### config.mk
export PLATFORM = sky130hd
export DESIGN_NAME = ita_oup_addr_gen
export DESIGN_NICKNAME = d
export VERILOG_FILES = /design/src/rtl/ita_oup_addr_gen.sv
export SDC_FILE = /design/constraint.sdc
export NUM_CORES = 1
export LEC_CHECK = 0
export CORE_MARGIN = 2
export CORE_UTILIZATION = 60
export CTS_CLUSTER_DIAMETER = 50
export DETAILED_ROUTE_END_ITERATION = 6
export DONT_BUFFER_PORTS = 1
export PLACE_DENSITY = 0.74
export SKIP_LAST_GASP = 1
export SLEW_MARGIN = 20
export SYNTH_ARGS = -nofsm -noshare
export SYNTH_HDL_FRONTEND = slang
export SYNTH_SLANG_ARGS = --single-unit
### constraint.sdc
create_clock -name clk_i -period 9.7 [get_ports clk_i]
set_input_delay 1.94 -clock clk_i [delete_from_list [all_inputs] [get_ports clk_i]]
set_output_delay 1.94 -clock clk_i [all_outputs]
set_load 0.1 [all_outputs]
### src/rtl/ita_oup_addr_gen.sv
// ITA output address generator: tags launched output tiles and pairs
// each requantized output beat with its element write address.
module ita_oup_addr_gen #(
  parameter int unsigned M     = 64,
  parameter int unsigned N     = 16,
  parameter int unsigned Depth = 4,
  parameter int unsigned CW    = 8,
  parameter int unsigned AW    = 32
) (
  input  logic                       clk_i,
  input  logic                       rst_i,
  input  logic                       clear_i,
  input  logic                       calc_en_i,
  input  logic                       last_inner_tile_i,
  input  logic [CW-1:0]              tile_x_i,
  input  logic [CW-1:0]              tile_y_i,
  input  logic [AW-1:0]              base_addr_i,
  input  logic [AW-1:0]              row_stride_i,
  input  logic                       oup_valid_i,
  output logic                       oup_ready_o,
  output logic                       wr_valid_o,
  input  logic                       wr_ready_i,
  output logic [AW-1:0]              wr_addr_o,
  output logic                       wr_last_o,
  output logic                       tile_done_o,
  output logic [$clog2(Depth+1)-1:0] fifo_count_o,
  output logic                       overflow_o
);

  localparam int unsigned BEATS = M * M / N;
  localparam int unsigned BW    = $clog2(BEATS);
  localparam int unsigned RW    = $clog2(M);
  localparam int unsigned PW    = (Depth > 1) ? $clog2(Depth) : 1;
  localparam int unsigned KW    = $clog2(Depth + 1);

  typedef struct packed {
    logic [CW-1:0] tx;
    logic [CW-1:0] ty;
    logic [AW-1:0] base;
    logic [AW-1:0] stride;
  } tag_t;

  tag_t          mem [Depth];
  tag_t          head;
  logic [PW-1:0] wr_ptr;
  logic [PW-1:0] rd_ptr;
  logic [KW-1:0] count;
  logic [BW-1:0] in_cnt;
  logic [BW-1:0] out_cnt;
  logic          done_q;
  logic          ovf_q;

  logic          tag_valid;
  logic          full;
  logic          push_req;
  logic          push;
  logic          fire;
  logic          last_beat;
  logic          pop;
  logic [AW-1:0] row;
  logic [AW-1:0] colblk;
  logic [AW-1:0] addr_raw;

  function automatic logic [PW-1:0] ptr_inc(input logic [PW-1:0] p);
    return (p == PW'(Depth - 1)) ? '0 : p + 1'b1;
  endfunction

  // Handshake, push/pop decisions and head-tag address arithmetic
  always_comb begin
    tag_valid = (count != '0);
    full      = (count == KW'(Depth));
    push_req  = calc_en_i & last_inner_tile_i & (in_cnt == '0);
    fire      = oup_valid_i & wr_ready_i & tag_valid;
    last_beat = (out_cnt == BW'(BEATS - 1));
    pop       = fire & last_beat;
    push      = push_req & (~full | pop);
    head      = mem[rd_ptr];
    row       = AW'(out_cnt[RW-1:0]);
    colblk    = AW'(out_cnt[BW-1:RW]);
    addr_raw  = head.base
              + (AW'(head.ty) * AW'(M) + row) * head.stride
              + AW'(head.tx) * AW'(M)
              + colblk * AW'(N);
  end

  // Output drive; address forced to 0 while no tag is held
  always_comb begin
    oup_ready_o  = wr_ready_i & tag_valid;
    wr_valid_o   = oup_valid_i & tag_valid;
    wr_addr_o    = tag_valid ? addr_raw : '0;
    wr_last_o    = tag_valid & last_beat;
    tile_done_o  = done_q;
    fifo_count_o = count;
    overflow_o   = ovf_q;
  end

  // Tag storage; contents are only visible through count, so no reset
  always_ff @(posedge clk_i) begin
    if (push && !clear_i) begin
      mem[wr_ptr] <= '{tx: tile_x_i, ty: tile_y_i,
                       base: base_addr_i, stride: row_stride_i};
    end
  end

  // FIFO pointers, beat counters, done pulse and sticky overflow
  always_ff @(posedge clk_i or posedge rst_i) begin
    if (rst_i) begin
      wr_ptr  <= '0;
      rd_ptr  <= '0;
      count   <= '0;
      in_cnt  <= '0;
      out_cnt <= '0;
      done_q  <= 1'b0;
      ovf_q   <= 1'b0;
    end else if (clear_i) begin
      wr_ptr  <= '0;
      rd_ptr  <= '0;
      count   <= '0;
      in_cnt  <= '0;
      out_cnt <= '0;
      done_q  <= 1'b0;
      ovf_q   <= 1'b0;
    end else begin
      if (calc_en_i && last_inner_tile_i) in_cnt <= in_cnt + 1'b1;
      if (fire) out_cnt <= out_cnt + 1'b1;
      if (push) wr_ptr <= ptr_inc(wr_ptr);
      if (pop) rd_ptr <= ptr_inc(rd_ptr);
      if (push && !pop) count <= count + 1'b1;
      else if (pop && !push) count <= count - 1'b1;
      if (push_req && full && !pop) ovf_q <= 1'b1;
      done_q <= pop;
    end
  end

endmodule

==> qor.txt <==
Outcome: finished, final reports clean
Final HPWL from detailed placement: 42400 um
Setup Skew: 0.0221 ns
Core Footprint: 0.0419 mm^2
Vias post-DR: 15311
Clk network pwr share: 18.6%
FF+latch count, synth: 345
Crit Path Max Fanout: 7
Syn avg cell area: 12.4 um^2
CTS clock-pin slew for the worst setup and hold paths: 0.06 ns
Hold Startpoint: in_cnt[5]
Worst setup startpoint: rd_ptr[0]
Final Non-Filler Cells: 2677
Worst min path class: reg2reg
Worst-margin pin slew: 1.12 ns
Final wirelength: 59400 um
RD Place Congestion: 0.868
FP Rows: 75
Die Y: 210 um
Die width: 210 um
CTS Buf Count: 34
Max Slew Vio Count: 0
Cell taking the most area after synthesis: edfxtp_1
Hold Fails Final Rpt: 0
Fin crit share: 98.6%
Pre-Repair DR Iteration Count: 5
CTS tree: built
# setup viols final: 0
Vias per cell: 5.72
Top cell type's share of synthesized area: 37.7%
CP max stage cell: mux4_2
Vias in the first global route: 16138
Synth unique cells: 54
EDFF count, synth: 320
CTS root buffer: clkbuf_16
Syn Std Cell Area: 0.0255 mm^2
Worst r2r src: fifo_count_o[2]
Largest net degree at the start of global routing: 51
Pwr dens: 240 mW/mm^2
CTS H-Tree Depth: 2
Nets: 2619
Share of layout cells above drive strength 1: 14.5%
Leak: 11.8 nW
Max Cap Viol: 0
Critical path arrival: 7.62 ns
First-pass GRT wire length: 90200 um
Worst Setup End Kind: output port
Slew margin rel.: 25.5%
Design Area, Final: 0.0285 mm^2
Internal power: 3.79 mW
Yosys Warn Count: 0
Cell family with most CP delay: adder cells
Post-place setup slack: 0.153 ns
Synthesized netlist cell count: 2049
Drt drc: 0
Area Overhead vs Synth: 11.6%
All-layer global routing usage: 27.1%
Top cells by area, synth: edfxtp_1 (38%), fa_1 (24%), mux4_2 (6.9%)
CP most frequent cell: fa_1
Worst path buffer plus inverter count: 8
Initial drt markers: 1107
Clock period minus worst slack: 9.56 ns
Combinational share of power: 56.9%
Sequential power share: 24.5%
Grt total ovfl: 0
# hold bufs at CTS: 0
Die area: 0.0442 mm^2
Placed cells: 2571
Switch Pwr: 3.04 mW
Final worst slack: 0.137 ns
RSZ-0062 raised after global routing: yes
Routed WL per cell: 22.2 um
Worst vdd ir: 0.400 mV
Total power: 6.83 mW
WP data required: 7.76 ns
Final hold slack: 0.582 ns
Input/output buffers: 0
DRT antenna net count: 0
IO Count: 127
Top_reg_cell synth: edfxtp_1
Seq/Total Area, Yosys: 40.1%
CP max stage delay: 0.64 ns
Initial antenna violation count: 0
CP Class: reg2out
Placed cell area: 0.0267 mm^2
Clk buf depth: 3
Syn nets: 2557
Clk_lat worst skew: 0.54 ns
Asr flop ratio synth: 7.25%
Fraction of power spent switching nets: 44.5%
Sink Count: 345
# fillers: 2857
Initial Util: 60.8%
F_max: 105 MHz
Startpoint types: register
-- metrics by stage --
step                      TNS (ns)  utilization (%)
after detailed placement         0             63.6
after global routing       -0.0235             67.9
after global placement           0             63.6
after floorplan             -0.146                -
final                            0             67.9
after CTS                   -0.143             66.4
-- registers in the layout, summed over array words and instances (netlist names) --
| register | flops |
|---|---|
| mem | 320 |
| in_cnt | 8 |
| out_cnt | 8 |
| fifo_count_o | 3 |
| rd_ptr | 2 |
| wr_ptr | 2 |
| overflow_o | 1 |
| tile_done_o | 1 |
-- per-layer routing --
layer,up-vias,GRT usage (%),wire (um)
met3,108,6.21,5210
met5,-,0,0
met2,628,45.4,28800
met1,7914,36.1,23600
met4,0,7.65,1870
li1,6661,-,-
-- Yosys cell counts (5+ instances only) --
cell type	number
xor2_1	20
xnor2_1	46
dfrtp_1	25
nor2b_1	39
and3_1	7
inv_1	453
a21oi_1	31
ha_1	110
nor2_1	61
o21ai_0	11
and2_1	195
mux4_2	78
nand2_1	150
fa_1	311
nor3_1	9
nand2b_1	6
mux2i_1	7
a31oi_1	7
a21o_1	13
clkbuf_1	71
edfxtp_1	320
or3_1	6
buf_2	10
nand3_1	16
nand4_1	5
-- placed cells by master, fill, tap and decap left out, types with 22 or more instances in the layout --
| cell | Yosys | final |
|---|---|---|
| ha_1 | 110 | 103 |
| nor2_2 | 0 | 24 |
| and2_1 | 195 | 189 |
| nand2_1 | 150 | 150 |
| edfxtp_1 | 320 | 320 |
| fa_1 | 311 | 311 |
| clkbuf_16 | 0 | 36 |
| inv_1 | 453 | 452 |
| nor2_1 | 61 | 36 |
| buf_4 | 0 | 71 |
| mux4_2 | 78 | 79 |
| dfrtp_1 | 25 | 23 |
| a21oi_1 | 31 | 22 |
| xnor2_1 | 46 | 46 |
| nor2b_1 | 39 | 39 |
-- cells by family after synthesis --
logic type / after synthesis / synth area share (%)
XOR/XNOR: 67 / 2.33
AND/OR/NAND/NOR: 505 / 10.3
AO/OA/AOI/OAI: 86 / 2.13
flip-flops: 345 / 40.1
buffers and inverters: 538 / 8.09
adder cells (fa/ha/maj): 421 / 29.8
multiplexers: 87 / 7.25
-- worst paths after layout --
check / slack [ns] / cells after the start / endpoint
worst min register to register: 0.58 / 2 / in_cnt[5]
max in group asynchronous: 7.48 / 1 / rd_ptr[1]
worst max register to register: 4.79 / 8 / mem[1][75]
worst max-delay path: 0.14 / 25 / wr_addr_o[28]
min in group asynchronous: 1.53 / 1 / fifo_count_o[0]
worst min-delay path: 0.58 / 2 / in_cnt[5]
-- tightest hold or removal path, delay by kind of cell (launching register included) --
kind | cells | cell delay (ns)
XOR/XNOR | 1 | 0.08
flip-flops | 1 | 0.38
AND/OR/NAND/NOR | 1 | 0.08
-- power by group through the flow --
stage	Clock [mW]	Sequential, mW	Combinational (mW)
finish	1.27	1.67	3.89
global route	1.34	1.67	4.19
CTS	1.29	1.67	3.68
detailed placement	0	1.70	3.66
global placement	0	1.70	3.60
floorplan	0	1.70	2.60
-- timing repair --
action,in CTS,in global routing
setup endpoints to repair,12,11
buffers inserted,4,34
resized for setup,3,60
pin swaps,0,4
gates cloned,1,4
-- layout make-up --
type	count	area (um^2)	share of cell area, %
multi-input combinational	1170	13600	47.8
sequential	345	10200	36.0
inverter	453	1700	5.97
timing repair buffer	107	1170	4.10
clock buffer	40	895	3.14
tap	539	674	2.37
clock inverter	22	188	0.659
antenna	1	2.50	0.00879
Power figures use the tool's default switching activity.
